$ cat config.mk
export PLATFORM = sky130hd
export DESIGN_NAME = mmc1_load_seq
export DESIGN_NICKNAME = d
export VERILOG_FILES = /design/src/rtl/mmc1_pkg.sv /design/src/rtl/mmc1_m2_timer.sv /design/src/rtl/mmc1_load_seq.sv
export SDC_FILE = /design/constraint.sdc
export NUM_CORES = 1
export LEC_CHECK = 0
export ABC_AREA = 1
export BUFFER_PORTS_ARGS = -buffer_cell sky130_fd_sc_hd__buf_2
export CORE_MARGIN = 10
export CORE_UTILIZATION = 50
export CTS_CLUSTER_SIZE = 12
export DETAILED_ROUTE_END_ITERATION = 16
export GPL_TIMING_DRIVEN = 0
export PLACE_DENSITY_LB_ADDON = 0.3
export SLEW_MARGIN = 20
export SYNTH_ARGS = -nofsm -noshare
export SYNTH_HDL_FRONTEND = slang
export SYNTH_SLANG_ARGS = --single-unit
$ cat constraint.sdc
create_clock -name clk -period 2.93 [get_ports clk]
set_input_delay 0.4395 -clock clk [delete_from_list [all_inputs] [get_ports clk]]
set_output_delay 0.4395 -clock clk [all_outputs]
set_load 0.01 [all_outputs]
$ cat src/rtl/mmc1_pkg.sv
// Shared types and bus-cycle decode for the MMC1 serial-port load sequencer.
// MMC1_LOAD_RESET_EN prepends a gap plus a d7=1 reset write to every load sequence.
package mmc1_pkg;

  typedef enum logic [1:0] {IDLE, HI, LO, DONE} seq_state_t;
  typedef enum logic [1:0] {CYC_GAP, CYC_RST, CYC_WR} cyc_kind_t;

  localparam logic [1:0] REG_CTRL = 2'd0;
  localparam logic [1:0] REG_CHR0 = 2'd1;
  localparam logic [1:0] REG_CHR1 = 2'd2;
  localparam logic [1:0] REG_PRG  = 2'd3;

`ifdef MMC1_LOAD_RESET_EN
  localparam int CYC_OFS = 2;
`else
  localparam int CYC_OFS = 0;
`endif
  localparam int N_CYC = 10 + CYC_OFS;

  // Even indices are gaps; with the reset option, index 1 is the reset write.
  function automatic cyc_kind_t cyc_kind(input logic [3:0] idx);
    if (!idx[0]) return CYC_GAP;
    if (CYC_OFS != 0 && idx == 4'd1) return CYC_RST;
    return CYC_WR;
  endfunction

  function automatic logic [2:0] wr_bit(input logic [3:0] idx);
    return 3'((idx - 4'(1 + CYC_OFS)) >> 1);
  endfunction

endpackage

$ cat src/rtl/mmc1_m2_timer.sv
// M2 phase timer: counts clocks in the HI and LO halves of each synthetic bus cycle.
module mmc1_m2_timer #(
  parameter int M2_HI_CLK = 4,
  parameter int M2_LO_CLK = 4
) (
  input  logic clk,
  input  logic rst_n,
  input  logic run,
  input  logic phase_hi,
  output logic m2,
  output logic hi_end,
  output logic lo_end
);

  localparam int MAX_CLK = (M2_HI_CLK > M2_LO_CLK) ? M2_HI_CLK : M2_LO_CLK;
  localparam int W = $clog2(MAX_CLK + 1);

  generate
    if (M2_HI_CLK < 1 || M2_LO_CLK < 1) begin : g_bad_param
      $error("mmc1_m2_timer: M2_HI_CLK and M2_LO_CLK must be at least 1");
    end
  endgenerate

  logic [W-1:0] cnt;
  logic         last;

  assign last = phase_hi ? (cnt == W'(M2_HI_CLK - 1)) : (cnt == W'(M2_LO_CLK - 1));

  always_ff @(posedge clk) begin
    if (!rst_n || !run) cnt <= '0;
    else if (last)      cnt <= '0;
    else                cnt <= cnt + 1'b1;
  end

  assign m2     = run & phase_hi;
  assign hi_end = run & phase_hi & last;
  assign lo_end = run & ~phase_hi & last;

endmodule

$ cat src/rtl/mmc1_load_seq.sv
// Loads one MMC1 register over its 5-write serial port, with a gap cycle before every write.
// MMC1_LOAD_RESET_EN adds a leading d7=1 reset write (12 bus cycles instead of 10).
module mmc1_load_seq
  import mmc1_pkg::*;
#(
  parameter int M2_HI_CLK = 4,
  parameter int M2_LO_CLK = 4
) (
  input  logic       clk,
  input  logic       rst_n,
  input  logic       req_valid,
  output logic       req_ready,
  input  logic [1:0] req_reg,
  input  logic [4:0] req_val,
  output logic       busy,
  output logic       done,
  output logic       bus_own,
  output logic       bus_m2,
  output logic       bus_ce_n,
  output logic       bus_rw,
  output logic [1:0] bus_addr,
  output logic       bus_d0,
  output logic       bus_d7,
  output seq_state_t seq_state
);

  // Handshake: a request is taken on a rising edge where req_valid & req_ready;
  // req_ready is high only in IDLE, and req_valid may be held across done.
  seq_state_t state, state_next;
  logic [3:0] idx;
  logic [1:0] reg_q;
  logic [4:0] val_q;
  logic       accept, run, phase_hi, hi_end, lo_end;

  assign accept    = req_valid & req_ready;
  assign run       = (state == HI) || (state == LO);
  assign phase_hi  = (state == HI);
  assign seq_state = state;

  mmc1_m2_timer #(
    .M2_HI_CLK(M2_HI_CLK),
    .M2_LO_CLK(M2_LO_CLK)
  ) u_timer (
    .clk     (clk),
    .rst_n   (rst_n),
    .run     (run),
    .phase_hi(phase_hi),
    .m2      (bus_m2),
    .hi_end  (hi_end),
    .lo_end  (lo_end)
  );

  always_ff @(posedge clk) begin
    if (!rst_n) begin
      state <= IDLE;
      idx   <= '0;
      reg_q <= '0;
      val_q <= '0;
    end else begin
      state <= state_next;
      if (accept) begin
        reg_q <= req_reg;
        val_q <= req_val;
        idx   <= '0;
      end else if (lo_end) begin
        idx <= idx + 4'd1;
      end
    end
  end

  always_comb begin
    state_next = state;
    case (state)
      IDLE: if (req_valid) state_next = HI;
      HI:   if (hi_end) state_next = LO;
      LO:   if (lo_end) state_next = (idx == 4'(N_CYC - 1)) ? DONE : HI;
      DONE: state_next = IDLE;
      default: state_next = IDLE;
    endcase
  end

  // Bus fields follow the cycle index, so they change on entry to HI and hold through LO.
  always_comb begin
    req_ready = (state == IDLE);
    busy      = 1'b0;
    done      = 1'b0;
    bus_own   = 1'b0;
    bus_ce_n  = 1'b1;
    bus_rw    = 1'b1;
    bus_addr  = 2'd0;
    bus_d0    = 1'b0;
    bus_d7    = 1'b0;
    if (run) begin
      busy     = 1'b1;
      bus_own  = 1'b1;
      bus_addr = reg_q;
      case (cyc_kind(idx))
        CYC_RST: begin
          bus_ce_n = 1'b0;
          bus_rw   = 1'b0;
          bus_d7   = 1'b1;
        end
        CYC_WR: begin
          bus_ce_n = 1'b0;
          bus_rw   = 1'b0;
          bus_d0   = val_q[wr_bit(idx)];
        end
        default: ;
      endcase
    end else if (state == DONE) begin
      busy    = 1'b1;
      bus_own = 1'b1;
      done    = 1'b1;
    end
  end

endmodule

Word-level counts from Yosys, hierarchy flattened. Cells that the tools add are included.

Add/sub/neg operators: 3. Order comparisons: 1. Eq/ne operators: 10. Muxes and demuxes: 22. Bitwise operators: 7. Reduce and logical (&&, ||, !) cells: 9.

Operator list (count): 2-to-1 mux 2 bit (8); 2-to-1 mux 1 bit (12); case mux 2 bit (4 select lines) (1); == test 2 bit (second input constant) (3); inequality test 2 bit (second input constant) (3); OR reduction 2 bit (3); AND 1 bit (5); adder 4 x 1 -> 4 bit (second input constant) (1); == test 2 x 1 -> 1 bit (second input constant) (2); == test 4 bit (second input constant) (1); < comparator 3 x 4 -> 1 bit (second input constant) (1); subtractor 4 x 1 -> 4 bit (second input constant) (1); adder 3 x 1 -> 3 bit (second input constant) (1); binary-select mux 1 bit (select 3 bit) (1); == test 3 x 2 -> 1 bit (second input constant) (1); AND reduction 3 bit (1); logical NOT 1 bit (2); logical NOT 2 bit (1); logical OR 1 bit (2); NOT 1 bit (2).

Flip-flop bits (word level): 16. Input bits: 10. Output and inout bits: 13. Logic and storage cells: 57.

Logic depth before layout (Yosys ltp).
Depth in word-level cells: 9. Gate-level depth with buffers: 10. Mapped depth without buffers: 10.

Cells and area by module. From an unflattened synthesis, not the netlist that was laid out.

Cells, all modules: 141. Area, all modules: 942.2 sq um.

By module, submodules not included: mmc1_load_seq (instances 1, cells each 124, area each 805.8 sq um, sequential area each 260.2 sq um); mmc1_m2_timer (instances 1, cells each 17, area each 136.4 sq um, sequential area each 60.1 sq um).

Worst setup path before layout. OpenSTA, ideal clock, no wires.

Path kind: flip-flop to output port. Start: reg state[0], in the netlist seq_state[0]. End: out bus_d0. Arrival time: 1.261 ns. Required time: 2.491 ns. Path slack: 1.229 ns. Cell stages (with the launch flop): 7. Path buffers: 0. Path through: dfxtp_1 -> inv_1 -> ha_1 -> nand2_1 -> inv_1 -> nand2_1 -> nor2_2.

Cells in the longest elaborated chain, start to end: 3. Elaborated cells between the ends (all ways): 4. Those cells by class: eq/ne: 2; mux: 1; reduce/logical: 1.

RTL lines: start, declared (RTL line mmc1_load_seq.sv:29) `seq_state_t state, state_next;`; start signal, assigned (RTL line mmc1_load_seq.sv:60) `state <= state_next;`; == test 2 x 1 -> 1 bit or == test 2 bit (tied branches) (RTL line mmc1_load_seq.sv:36) `assign run = (state == HI) || (state == LO);`; logical OR 1 bit (*) (RTL line mmc1_load_seq.sv:36); 2-to-1 mux 1 bit (*) (RTL line mmc1_load_seq.sv:93) `if (run) begin`; end, declared (RTL line mmc1_load_seq.sv:22) `output logic bus_d0,`.

Mark *: on every way between the ends. The rest lies on a longest branch, timed or not.

Final worst setup path.
Start: reg idx[0]. End: out bus_d0.

Cells in the longest elaborated chain, start to end: 7. Elaborated cells between the ends (all ways): 10. Those cells by class: add/sub: 1; eq/ne: 1; mux: 8.

RTL lines: start, declared (RTL line mmc1_load_seq.sv:30) `logic [3:0] idx;`; start signal, assigned (RTL line mmc1_load_seq.sv:66) `idx <= idx + 4'd1;`; parallel branches: the longest is 5 deep, another holds subtractor 4 x 1 -> 4 bit; 2-to-1 mux 1 bit (*) (RTL line mmc1_load_seq.sv:97) `case (cyc_kind(idx))`; 2-to-1 mux 1 bit (*) (RTL line mmc1_load_seq.sv:93).

Every way passes the cells marked *. The select of a mux whose other input is x is not followed.

==> qor.yml <==
drtAntennaViolNets: 0
cp_common_cell: "nand2_1"
portBuffers: 21
gr-total-overflow: 0
critPathKind: "flip-flop to primary output"
drc: 0
synthToLayoutAreaGrowth_pct: 16.6
cts_setup_buffers: 0
vias: 854
critPathMaxStageDelay_ns: 0.45
cts_buffers: 3
ys_types: 21
hold_path.class: "primary input to flip-flop"
root_buffer: "clkbuf_4"
ys_warn_count: 0
grt_max_degree: 11
gr-usage-all-layers: 0.0955
num-nets-final: 185
grt_pass1_wl_mm: 3.28
finalSetupViolCount: 0
avgSynthCellArea_sq_um: 6.98
cts.clk_slew.worst_paths_ns: 0.08
outcome: "completed"
slowest_stage: "dfxtp_1"
cts_resized: 0
worst-endpoint-arrival_ns: 1.73
drv_slew: 0
dp_cells: 183
cts_tree: "built"
dr.pass1.iters: 4
r2r-end: "val_q[2]$_SDFFE_PN0P_"
max_freq_ghz: 0.460
cp-end-kind: "primary output"
start_kind: "flip-flop"
place_hpwl_mm: 1.59
ys_ff_latch: 16
crit_required_ns: 2.49
chipWidth_um: 63.7
wire_per_inst_um: 10.3
drt_iter0_drc: 10
fin_cells: 186
yosysTopAreaCell: "dfxtp_1"
place.gp.congestion: 0.843
row_count: 15
die_h_um: 63.7
dieArea_sq_um: 4060
hold_buffers: 0
cp_cell_sequence: "inv_2, ha_1, inv_2, nand2_1, nand2_1, nand2_2, nand2_1, nand2_1, nand2_1, nor2_2, buf_2"
rsz0062_at_grt: "false"
antenna_found_initial: 0
hp-start: "req_val[4]"
clock_skew_ns: 0.00419
cts.sinks: 16
grt_pass1_vias: 827
worstPathMaxFanout: 6
ioPinCount: 23
syn_nets: 159
cts_max_level: 1
cap_violations: 0
r2r_setup_slack_ns: 1.46
drive_gt1_frac: 0.255
fin_setup_tns_ns: 0
clk_latency_ns: 0.28
crit_start: "idx[0]$_SDFFE_PP0P_"
final.setup.worst_slack_ns: 0.757
synth_area_sq_um: 956
finish.utilization: 0.632
leakage_nw: 0.579
synthCells: 137
coreArea_sq_um: 1760
worstSetupEndpoint: "bus_d0"
r2r-start: "seq_state[0]$_SDFFE_PN0P_"
hold_viol: 0
power_density_nw_per_um2: 658
via_per_inst: 4.59
ir_drop_mv: 0.523
fin_crit_sh: 0.742
totalWireLength_mm: 1.91
synth_top_area_share: 0.335
timing.reg2reg.worst_path_depth: 6
post-route-min-period_ns: 2.17
place_ws_ns: 1.06
cts.path.max_buffers: 2
num_antenna_cells: 0
start_util: 0.542
synth_area_leaders: "dfxtp_1 (34%), ha_1 (16%), nand2_1 (12%)"
ys_seq_area_frac: 0.335
-- cell type report --
type / count / area, sq um
Fill cell: 180 / 649
Inverter: 21 / 78.8
Tap cell: 25 / 31.3
Sequential cell: 16 / 320
Clock buffer: 3 / 22.5
Timing Repair Buffer: 21 / 105
Buffer: 5 / 32.5
Multi-Input combinational cell: 95 / 524
-- critical path: cells and delay by family (launching register included) --
kind	cells	cell delay, ns
adders and majority gates	1	0.38
buffers and inverters	3	0.26
DFF	1	0.45
and+or+nand+nor	7	0.37
-- layer usage --
| layer | up-vias | global-route usage | share of wire |
|---|---|---|---|
| li1 | 466 | - | - |
| met1 | 370 | 0.105 | 0.46 |
| met2 | 16 | 0.163 | 0.48 |
| met3 | 2 | 0.0283 | 0.048 |
| met4 | 0 | 0.0464 | 0.0094 |
| met5 | - | 0 | 0 |
-- how the worst min path moves through the flow --
stage | endpoint | cells after the start
after floorplan | u_timer.cnt[0]$_SDFF_PP0_ | 1
after global placement | u_timer.cnt[0]$_SDFF_PP0_ | 1
after detailed placement | u_timer.cnt[0]$_SDFF_PP0_ | 1
after CTS | val_q[4]$_SDFFE_PN0P_ | 3
after global routing | u_timer.cnt[0]$_SDFF_PP0_ | 1
final | val_q[4]$_SDFFE_PN0P_ | 3
-- Yosys cell counts (all sizes together) --
library cell	n
a21oi	6
buf	4
a211oi	1
o21ai	9
nand3b	1
conb	1
nand4	1
nand3	4
nand2	38
nor2	19
ha	12
dfxtp	16
clkbuf	1
inv	21
nor3	3
-- stage by stage --
step / total power, mW / hold WS (ns) / instance area, sq um
2_1_floorplan: 0.530 / 0.399 / 956
3_3_place_gp: 0.622 / 0.410 / 1090
3_5_place_dp: 0.633 / 0.414 / 1090
4_1_cts: 0.744 / 0.412 / 1110
5_1_grt: 0.805 / 0.433 / 1110
6_report: 0.734 / 0.415 / 1110
-- flip-flops by register name, indices dropped and copies added (netlist names) --
register	cells
seq_state	2
u_timer.cnt	3
idx	4
val_q	5
reg_q	2
-- placed cells by master, fill, tap and decap left out, types with 6 or more instances in the layout --
cell type,instances
inv_1,18
nand2_1,31
buf_2,22
nand2_2,7
a21oi_1,6
o21ai_0,8
ha_1,12
nor2_1,18
dfxtp_1,16
-- logic make-up after synthesis --
group,synth area share
compound gates,0.0864
fa+ha+maj,0.157
buf+inv,0.116
flops,0.335
other cells,0.00392
simple gates,0.301
-- where the power goes --
group / total [mW] / switching [mW] / internal, mW
Clock: 0.109 / 0.0610 / 0.0476
Combinational: 0.330 / 0.198 / 0.131
Sequential: 0.295 / 0.0310 / 0.264
Total: 0.734 / 0.290 / 0.443
Power figures use the tool's default switching activity.
